`src/rtl/router_pkg.sv`:
```
// rtl/router_pkg.sv - shared constants and FSM state encoding for the packet ingress controller
//
// Purpose : CRC-8 polynomial, header field positions and the pkt_rx_ctrl state encoding.
// Ports   : none (package).
package router_pkg;

  localparam logic [7:0] CRC8_POLY = 8'h07;

  localparam int HDR_LEN_MSB  = 7;
  localparam int HDR_LEN_LSB  = 2;
  localparam int HDR_DEST_MSB = 1;
  localparam int HDR_DEST_LSB = 0;
  localparam int HDR_LEN_W    = HDR_LEN_MSB - HDR_LEN_LSB + 1;

  typedef enum logic [2:0] {
    IDLE    = 3'd0,
    SPACE   = 3'd1,
    PAYLOAD = 3'd2,
    CRC     = 3'd3,
    COMMIT  = 3'd4
  } state_t;

endpackage

```
`src/rtl/crc8_update.sv`:
```
// rtl/crc8_update.sv - combinational CRC-8 (poly 0x07, MSB-first) single-byte update
//
// Purpose : folds one byte into a running CRC-8 value.
// Ports   : i_crc  [7:0] in   running CRC before this byte
//           i_byte [7:0] in   byte to fold in
//           o_crc  [7:0] out  running CRC after this byte
module crc8_update
  import router_pkg::*;
(
  input  logic [7:0] i_crc,
  input  logic [7:0] i_byte,
  output logic [7:0] o_crc
);

  logic [7:0] w_c;

  always_comb begin
    w_c = i_crc ^ i_byte;
    for (int i = 0; i < 8; i++) begin
      w_c = w_c[7] ? ({w_c[6:0], 1'b0} ^ CRC8_POLY) : {w_c[6:0], 1'b0};
    end
    o_crc = w_c;
  end

endmodule

```
`src/rtl/pkt_rx_ctrl.sv`:
```
// rtl/pkt_rx_ctrl.sv - ingress packet controller: parse, space check, CRC-8 verify, FIFO commit/flush
//
// Purpose : accepts hdr/payload/crc byte packets, writes every byte into the downstream FIFO,
//           commits good-CRC packets and flushes bad ones. A packet is admitted only when the
//           FIFO has room for all of it. Optional feature macro: ROUTER_PKT_STATS_EN
//           (adds saturating good/bad packet counters and the CNT_WIDTH parameter).
// Ports   : clk             in   clock, rising edge
//           rst             in   synchronous reset, active-high
//           in_data         in   ingress byte
//           in_valid        in   in_data valid
//           in_ready        out  byte accepted when in_valid & in_ready
//           fifo_level      in   FIFO occupancy
//           fifo_data       out  byte to FIFO (registered)
//           fifo_push       out  write fifo_data (registered)
//           fifo_wr_ptr_upd out  1-cycle pulse: commit packet
//           fifo_flush      out  1-cycle pulse: discard uncommitted packet
//           pkt_good        out  1-cycle pulse: packet committed
//           pkt_bad         out  1-cycle pulse: packet dropped (bad CRC or len 0)
//           good_cnt        out  saturating good-packet count (ROUTER_PKT_STATS_EN only)
//           bad_cnt         out  saturating bad-packet count  (ROUTER_PKT_STATS_EN only)
module pkt_rx_ctrl
  import router_pkg::*;
#(
  parameter int DATA_WIDTH    = 8,
  parameter int POINTER_WIDTH = 6
`ifdef ROUTER_PKT_STATS_EN
  ,
  parameter int CNT_WIDTH     = 16
`endif
) (
  input  logic                     clk,
  input  logic                     rst,
  input  logic [DATA_WIDTH-1:0]    in_data,
  input  logic                     in_valid,
  output logic                     in_ready,
  input  logic [POINTER_WIDTH-1:0] fifo_level,
  output logic [DATA_WIDTH-1:0]    fifo_data,
  output logic                     fifo_push,
  output logic                     fifo_wr_ptr_upd,
  output logic                     fifo_flush,
  output logic                     pkt_good,
  output logic                     pkt_bad
`ifdef ROUTER_PKT_STATS_EN
  ,
  output logic [CNT_WIDTH-1:0]     good_cnt,
  output logic [CNT_WIDTH-1:0]     bad_cnt
`endif
);

  // Two extra bits so len+2 and the free-slot count never wrap.
  localparam int CMP_W = POINTER_WIDTH + 2;

  state_t                r_state, w_state_nxt;
  logic [DATA_WIDTH-1:0] r_hdr, w_hdr_nxt;
  logic [DATA_WIDTH-1:0] r_crc, w_crc_nxt;
  logic [HDR_LEN_W-1:0]  r_len, w_len_nxt;
  logic                  r_match, w_match_nxt;

  logic [DATA_WIDTH-1:0] r_fifo_data, w_fifo_data_nxt;
  logic                  r_fifo_push, w_fifo_push_nxt;
  logic                  r_wr_ptr_upd, w_wr_ptr_upd_nxt;
  logic                  r_flush, w_flush_nxt;
  logic                  r_pkt_good, w_pkt_good_nxt;
  logic                  r_pkt_bad, w_pkt_bad_nxt;

  logic [DATA_WIDTH-1:0] w_crc_in, w_crc_byte, w_crc_out;
  logic [CMP_W-1:0]      w_need, w_free;
  logic                  w_room;

  // One CRC engine: in SPACE it seeds from the stored header, otherwise it folds the ingress byte.
  assign w_crc_in   = (r_state == SPACE) ? '0 : r_crc;
  assign w_crc_byte = (r_state == SPACE) ? r_hdr : in_data;

  crc8_update u_crc8 (
    .i_crc  (w_crc_in),
    .i_byte (w_crc_byte),
    .o_crc  (w_crc_out)
  );

  // Whole packet (hdr + payload + crc) must fit in depth-1 minus current occupancy.
  assign w_need = CMP_W'(r_len) + CMP_W'(2);
  assign w_free = CMP_W'((2 ** POINTER_WIDTH) - 1) - CMP_W'(fifo_level);
  assign w_room = (w_need <= w_free);

  always_ff @(posedge clk) begin
    if (rst) begin
      r_state      <= IDLE;
      r_hdr        <= '0;
      r_crc        <= '0;
      r_len        <= '0;
      r_match      <= 1'b0;
      r_fifo_data  <= '0;
      r_fifo_push  <= 1'b0;
      r_wr_ptr_upd <= 1'b0;
      r_flush      <= 1'b0;
      r_pkt_good   <= 1'b0;
      r_pkt_bad    <= 1'b0;
    end else begin
      r_state      <= w_state_nxt;
      r_hdr        <= w_hdr_nxt;
      r_crc        <= w_crc_nxt;
      r_len        <= w_len_nxt;
      r_match      <= w_match_nxt;
      r_fifo_data  <= w_fifo_data_nxt;
      r_fifo_push  <= w_fifo_push_nxt;
      r_wr_ptr_upd <= w_wr_ptr_upd_nxt;
      r_flush      <= w_flush_nxt;
      r_pkt_good   <= w_pkt_good_nxt;
      r_pkt_bad    <= w_pkt_bad_nxt;
    end
  end

  always_comb begin
    w_state_nxt      = r_state;
    w_hdr_nxt        = r_hdr;
    w_crc_nxt        = r_crc;
    w_len_nxt        = r_len;
    w_match_nxt      = r_match;
    w_fifo_data_nxt  = r_fifo_data;
    w_fifo_push_nxt  = 1'b0;
    w_wr_ptr_upd_nxt = 1'b0;
    w_flush_nxt      = 1'b0;
    w_pkt_good_nxt   = 1'b0;
    w_pkt_bad_nxt    = 1'b0;
    in_ready         = 1'b0;

    case (r_state)
      IDLE: begin
        in_ready = 1'b1;
        if (in_valid) begin
          if (in_data[HDR_LEN_MSB:HDR_LEN_LSB] == '0) begin
            w_pkt_bad_nxt = 1'b1;
          end else begin
            w_hdr_nxt   = in_data;
            w_len_nxt   = in_data[HDR_LEN_MSB:HDR_LEN_LSB];
            w_state_nxt = SPACE;
          end
        end
      end

      SPACE: begin
        if (w_room) begin
          w_fifo_push_nxt = 1'b1;
          w_fifo_data_nxt = r_hdr;
          w_crc_nxt       = w_crc_out;
          w_state_nxt     = PAYLOAD;
        end
      end

      PAYLOAD: begin
        in_ready = 1'b1;
        if (in_valid) begin
          w_fifo_push_nxt = 1'b1;
          w_fifo_data_nxt = in_data;
          w_crc_nxt       = w_crc_out;
          // Counter leaves at 1 rather than decrementing to 0, so it never wraps.
          if (r_len == HDR_LEN_W'(1)) begin
            w_state_nxt = CRC;
          end else begin
            w_len_nxt = r_len - HDR_LEN_W'(1);
          end
        end
      end

      CRC: begin
        in_ready = 1'b1;
        if (in_valid) begin
          w_fifo_push_nxt = 1'b1;
          w_fifo_data_nxt = in_data;
          w_match_nxt     = (in_data == r_crc);
          w_state_nxt     = COMMIT;
        end
      end

      COMMIT: begin
        if (r_match) begin
          w_wr_ptr_upd_nxt = 1'b1;
          w_pkt_good_nxt   = 1'b1;
        end else begin
          w_flush_nxt   = 1'b1;
          w_pkt_bad_nxt = 1'b1;
        end
        w_state_nxt = IDLE;
      end

      default: begin
        w_state_nxt = IDLE;
      end
    endcase
  end

  assign fifo_data       = r_fifo_data;
  assign fifo_push       = r_fifo_push;
  assign fifo_wr_ptr_upd = r_wr_ptr_upd;
  assign fifo_flush      = r_flush;
  assign pkt_good        = r_pkt_good;
  assign pkt_bad         = r_pkt_bad;

`ifdef ROUTER_PKT_STATS_EN
  logic [CNT_WIDTH-1:0] r_good_cnt, r_bad_cnt;

  always_ff @(posedge clk) begin
    if (rst) begin
      r_good_cnt <= '0;
      r_bad_cnt  <= '0;
    end else begin
      if (r_pkt_good && (r_good_cnt != '1)) r_good_cnt <= r_good_cnt + CNT_WIDTH'(1);
      if (r_pkt_bad  && (r_bad_cnt  != '1)) r_bad_cnt  <= r_bad_cnt  + CNT_WIDTH'(1);
    end
  end

  assign good_cnt = r_good_cnt;
  assign bad_cnt  = r_bad_cnt;
`endif

endmodule

```
`config.mk`:
```
export PLATFORM = sky130hd
export DESIGN_NAME = pkt_rx_ctrl
export DESIGN_NICKNAME = d
export VERILOG_FILES = /design/src/rtl/router_pkg.sv /design/src/rtl/crc8_update.sv /design/src/rtl/pkt_rx_ctrl.sv
export SDC_FILE = /design/constraint.sdc
export NUM_CORES = 1
export LEC_CHECK = 0
export ABC_AREA = 1
export CAP_MARGIN = 20
export CORE_MARGIN = 5
export CORE_UTILIZATION = 40
export DETAILED_ROUTE_END_ITERATION = 8
export GPL_TIMING_DRIVEN = 1
export PLACE_DENSITY_LB_ADDON = 0.25
export SKIP_CTS_REPAIR_TIMING = 1
export SLEW_MARGIN = 40
export SYNTH_ARGS = -nofsm -noshare
export SYNTH_HDL_FRONTEND = slang
export SYNTH_SLANG_ARGS = --single-unit
```
`constraint.sdc`:
```
create_clock -name clk -period 2.3 [get_ports clk]
set_clock_uncertainty 0.2 [all_clocks]
set_input_delay 0.46 -clock clk [delete_from_list [all_inputs] [get_ports clk]]
set_output_delay 0.46 -clock clk [all_outputs]
set_load 0.1 [all_outputs]
```
# Word level (Yosys, flattened, before mapping)

Index checks and enable logic that the tools add are counted.

Add/sub/neg operators: 3
Magnitude comparators: 1
Equal/unequal tests: 14
Multiplexer cells: 37
Bitwise logic cells: 11
Reductions and logical operators: 14

Operator list:

| operator            | count |
|---|---|
| $mux 8              | 6 |
| $mux 3              | 14 |
| $pmux 8 s2          | 2 |
| $mux 6              | 4 |
| $not 3->3           | 8 |
| $ne 2x2->1 const B  | 7 |
| $pmux 3 s4          | 1 |
| $pmux 6 s2          | 1 |
| $reduce_and 3->1    | 3 |
| $eq 8x8->1          | 1 |
| $le 7x8->1          | 1 |
| $xor 8x8->8         | 1 |
| $add 6x2->7 const B | 1 |
| $mux 1              | 7 |
| $sub 6x6->7 const A | 1 |
| $eq 3x2->1 const B  | 2 |
| $eq 6x1->1 const B  | 1 |
| $logic_not 6->1     | 1 |
| $reduce_and 6->1    | 1 |
| $reduce_bool 2->1   | 3 |
| $sub 6x1->6 const B | 1 |
| $reduce_and 5->1    | 1 |
| $pmux 1 s2          | 2 |
| $reduce_or 2->1     | 2 |
| other kinds (7)     | 8 |

Register bits after elaboration: 38
Input bits: 17
Output and inout bits: 14
Logic and storage cells: 90

# Longest topological paths before layout

Word-level depth: 21
Gate-level depth with buffers: 17
Gate-level depth less buffers: 15

# Modules after synthesis

A second synthesis with hierarchy kept.

Cell total of the unflattened synthesis: 426
Area total of the unflattened synthesis: 2685.1 µm²

Modules (own cells, without submodules):

| module      | instances | cells an instance | area each (µm²) | seq. area each (µm²) |
|---|---|---|---|---|
| pkt_rx_ctrl | 1         | 345               | 2322.2          | 760.7 |
| crc8_update | 1         | 81                | 362.8           | 0.0 |

# Worst setup path after synthesis

OpenSTA, ideal clock, no wires.

Kind: reg2out
Start point: register r_state[0]
End point: output in_ready
Arrival time: 1.823 ns
Data required time: 1.640 ns
Setup slack: -0.183 ns
Cell stages (with the launch flop): 5
Path buffers: 1
Path through: dfxtp_1 > inv_2 > nor2_2 > buf_6 > nor2_1

Word-level cells in the longest chain between the ends: 3
Elaborated cells between the ends (all ways): 5
Those cells by class: eq/ne (2); mux (1); reduce/logical (2)

RTL lines:

| item                                                 | line               | text |
|---|---|---|
| start: declaration                                   | pkt_rx_ctrl.sv:53  | `state_t r_state, w_state_nxt;` |
| start signal: assignment                             | pkt_rx_ctrl.sv:99  | `r_state <= w_state_nxt;` |
| $eq 3x2->1 / $logic_not 3->1 (equally long branches) | pkt_rx_ctrl.sv:127 | `case (r_state)` |
| $reduce_or 3->1 (no source line) (*)                 | --                 |  |
| $mux 1 (*)                                           | pkt_rx_ctrl.sv:127 |  |
| end: declaration                                     | pkt_rx_ctrl.sv:35  | `output logic in_ready,` |

Every way passes the cells marked *; elsewhere a longest branch is shown, timed or not.

# Final worst setup path

Start point: register r_len[2]
End point: register r_crc[2]

Word-level cells in the longest chain between the ends: 4

RTL lines:

| item                              | line               | text |
|---|---|---|
| start: declaration                | pkt_rx_ctrl.sv:56  | `logic [HDR_LEN_W-1:0] r_len, w_len_nxt;` |
| start signal: assignment          | pkt_rx_ctrl.sv:102 | `r_len <= w_len_nxt;` |
| $add 6x2->7                       | pkt_rx_ctrl.sv:81  | `assign w_need = CMP_W'(r_len) + CMP_W'(2);` |
| $le 7x8->1                        | pkt_rx_ctrl.sv:83  | `assign w_room = (w_need <= w_free);` |
| $ne 2x2->1 (no source line)       | --                 |  |
| $reduce_and 3->1 (no source line) | --                 |  |
| end signal: assignment            | pkt_rx_ctrl.sv:101 | `r_crc <= w_crc_nxt;` |
| end: declaration                  | pkt_rx_ctrl.sv:55  | `logic [DATA_WIDTH-1:0] r_crc, w_crc_nxt;` |

Every way passes these cells.
A chain may end at the register's enable or synchronous reset.

==> flow_summary.ini <==
[synthesis]
yosys.area_share.simple = 0.4170
yosys-top-cells-area = dfxtp_1 28%, nand2_1 25%, inv_1 8.2%, nor2_1 6.9%, o21ai_0 6.1%
synth_top_area_share = 0.2804
ys_warn_count = 0
syn-cell-area_sq_mm = 0.002713
synth_nets = 493
synth-seq-cells = 38
synth_compound_area_frac = 0.1185
synth_xor_area_frac = 0.01292
synth_top_family_by_area = simple AND/OR/NAND/NOR gates
syn-instance-count = 465
synth_fa_ha_area_frac = 0.05074
synth_cell_types = 29
yosys.area.top_type = dfxtp_1
syn_avg_cell_area_sq_um = 5.834
yosys-mux-area-fraction = 0
yosysSeqAreaShare = 0.2804

[layout]
n_antenna_cell = 0
fill_cells = 682
synthToLayoutAreaGrowth_pct = 32.38
final_common_cell = nand2_1
drive_gt1_frac = 0.1794
finalNetCount = 562
post-route-util = 0.5375
final_cell_mix = 180 x nand2_1, 58 x inv_1, 51 x buf_4
fin_area_sq_mm = 0.003591

[detailed_routing]
ant_nets = 0
wl_per_cell_um = 12.72
drtIter0Drc = 165
vias = 3042
drcViolationCount = 0
routed_via_density = 4.946
totalWireLength_mm = 7.821
drtPass1Iterations = 4

[grt]
overflow = 0
grt_max_degree = 19
grt_pass1_vias = 2817
antenna_found_initial = 0
grt_usage = 0.1858
grt_pass1_wl_mm = 12.72

[sta]
tightest_slew_ps = 416.1
relSlewSlack = 0.7197
setup_viol = 1
fin_setup_tns_ps = -7.725
min_period_ps = 2308
finalWorstSetupSlack_ps = -7.725
rsz0062_at_grt = yes
hold_viol = 0
period_share = 1.003
clock.fmax_ghz = 0.4333
final_max_slew_viol_count = 0

[worst_setup_path]
r2r_start = r_len[2]
rr_worst_depth = 12
path_class = flop to flop
r2r-end = r_crc[2]
critPathLaunchType = flop
end_kind = flop
crit_fanout = 6
crit_required_ps = 2340
crit_arrival_ps = 2350
regToRegSetupSlack_ps = -8

[floorplanning]
die_h_um = 92.35
fp-row-count = 30
die_w_um = 92.35
die-area_sq_mm = 0.008529
core_sq_mm = 0.006681
initial_core_util = 0.4060
ios = 31

[clock_tree]
cts_tree = built
clockRootBuffer = clkbuf_8
path_clk_slew_ps = 80
cts_buffers = 5
clk_latency_ps = 300
numClockSinks = 38
htreeDepth = 2
cts_buffer_depth = 2

[placement]
preCtsSetupSlack_ps = -312.7
hpwl_mm = 5.678
placed_area_sq_mm = 0.003331
port_buffers = 30
gp_routability_congestion = 0.8815

[min_path]
holdCritPathClass = flop to flop
min_to = fifo_flush
min_from = r_match
min_path_cells = 1

[status]
violations = setup timing
status = complete, but fails checks

[pwr]
ir_drop_mv = 0.4681
power_density_mw_per_mm2 = 1489
leakage_uw = 0.001870

[flow_run]
cap_violations = 0
critical path, cell delays in order (launching register included):
cell,delay (ps)
dfxtp_4,390
ha_4,150
nand3_2,70
xor2_1,140
ha_1,300
a21oi_2,160
a21boi_2,190
nand2_2,100
nand3_4,140
nand3_4,150
nand2_1,90
nand2_1,50
nor2_1,110
cells by family after synthesis:
family	Yosys count
AO/OA/AOI/OAI	59
adder cells (fa/ha/maj)	11
flip-flops	38
XOR/XNOR	4
buffers and inverters	76
AND/OR/NAND/NOR	277
state kept, by name (all words and copies together) (netlist names), 3 cells and up:
name,count
fifo_data,8
r_crc,8
r_hdr,8
r_len,6
r_state,3
per-stage QoR:
step | std cells | total power [uW] | hold slack (ps)
3_3_place_gp | 604 | 4448 | 231.1
2_1_floorplan | 465 | 3552 | 210.8
4_1_cts | 612 | 5099 | 244.0
6_report | 615 | 5345 | 240.8
3_5_place_dp | 604 | 4500 | 229.5
5_1_grt | 615 | 5877 | 256.1
worst max path at each step:
stage / startpoint / to / slack, ps / depth (start not counted)
finish: r_len[2] / r_crc[2] / -8 / 12
global route: r_len[2] / fifo_data[5] / -150 / 16
CTS: r_len[2] / r_crc[2] / -250 / 12
detailed placement: fifo_level[5] / fifo_data[5] / -310 / 11
global placement: fifo_level[5] / fifo_data[0] / -220 / 11
floorplan: r_len[2] / fifo_data[6] / 20 / 14
per-layer routing:
metal	share of wire	track usage	routed length, um	vias to the layer above
li1	-	-	-	1594
met1	0.48	0.2521	3735	1350
met2	0.44	0.2967	3463	81
met3	0.058	0.03656	451	17
met4	0.022	0.05817	170	0
met5	0	0	0	-
area by class of cell:
cell class,instances,area (sq um),area share
clock buffers,5,68.82,0.01916
clock inverters,3,40.04,0.01115
inverters,63,236.5,0.06585
multi-input cells,354,1759,0.4899
flip-flops and latches,38,769.5,0.2143
well taps,80,100.1,0.02787
repair buffers,72,616.8,0.1718
synth_stat cells:
cell,number
nand2_2,2
ha_1,11
nand3b_1,1
a41o_1,1
nand3_2,3
buf_4,3
nor3_2,1
o211ai_1,1
nand2_1,184
nand3_1,23
inv_1,59
nor2_1,50
inv_2,4
clkbuf_1,1
a21oi_1,20
nand4_1,8
a22oi_1,1
xnor2_1,1
dfxtp_1,38
o21ai_0,33
a21boi_0,1
nor2_2,1
o21bai_1,1
buf_2,6
nor4_1,1
xor2_1,3
o21ai_4,1
nor3_1,3
buf_6,3
power by group:
group          internal [uW]  switching (uW)  leakage, uW
sequential               895             165     0.000315
combinational           1260            2440      0.00150
clock                    320             272    0.0000579
total                   2470            2870      0.00187
Power figures use the tool's default switching activity.
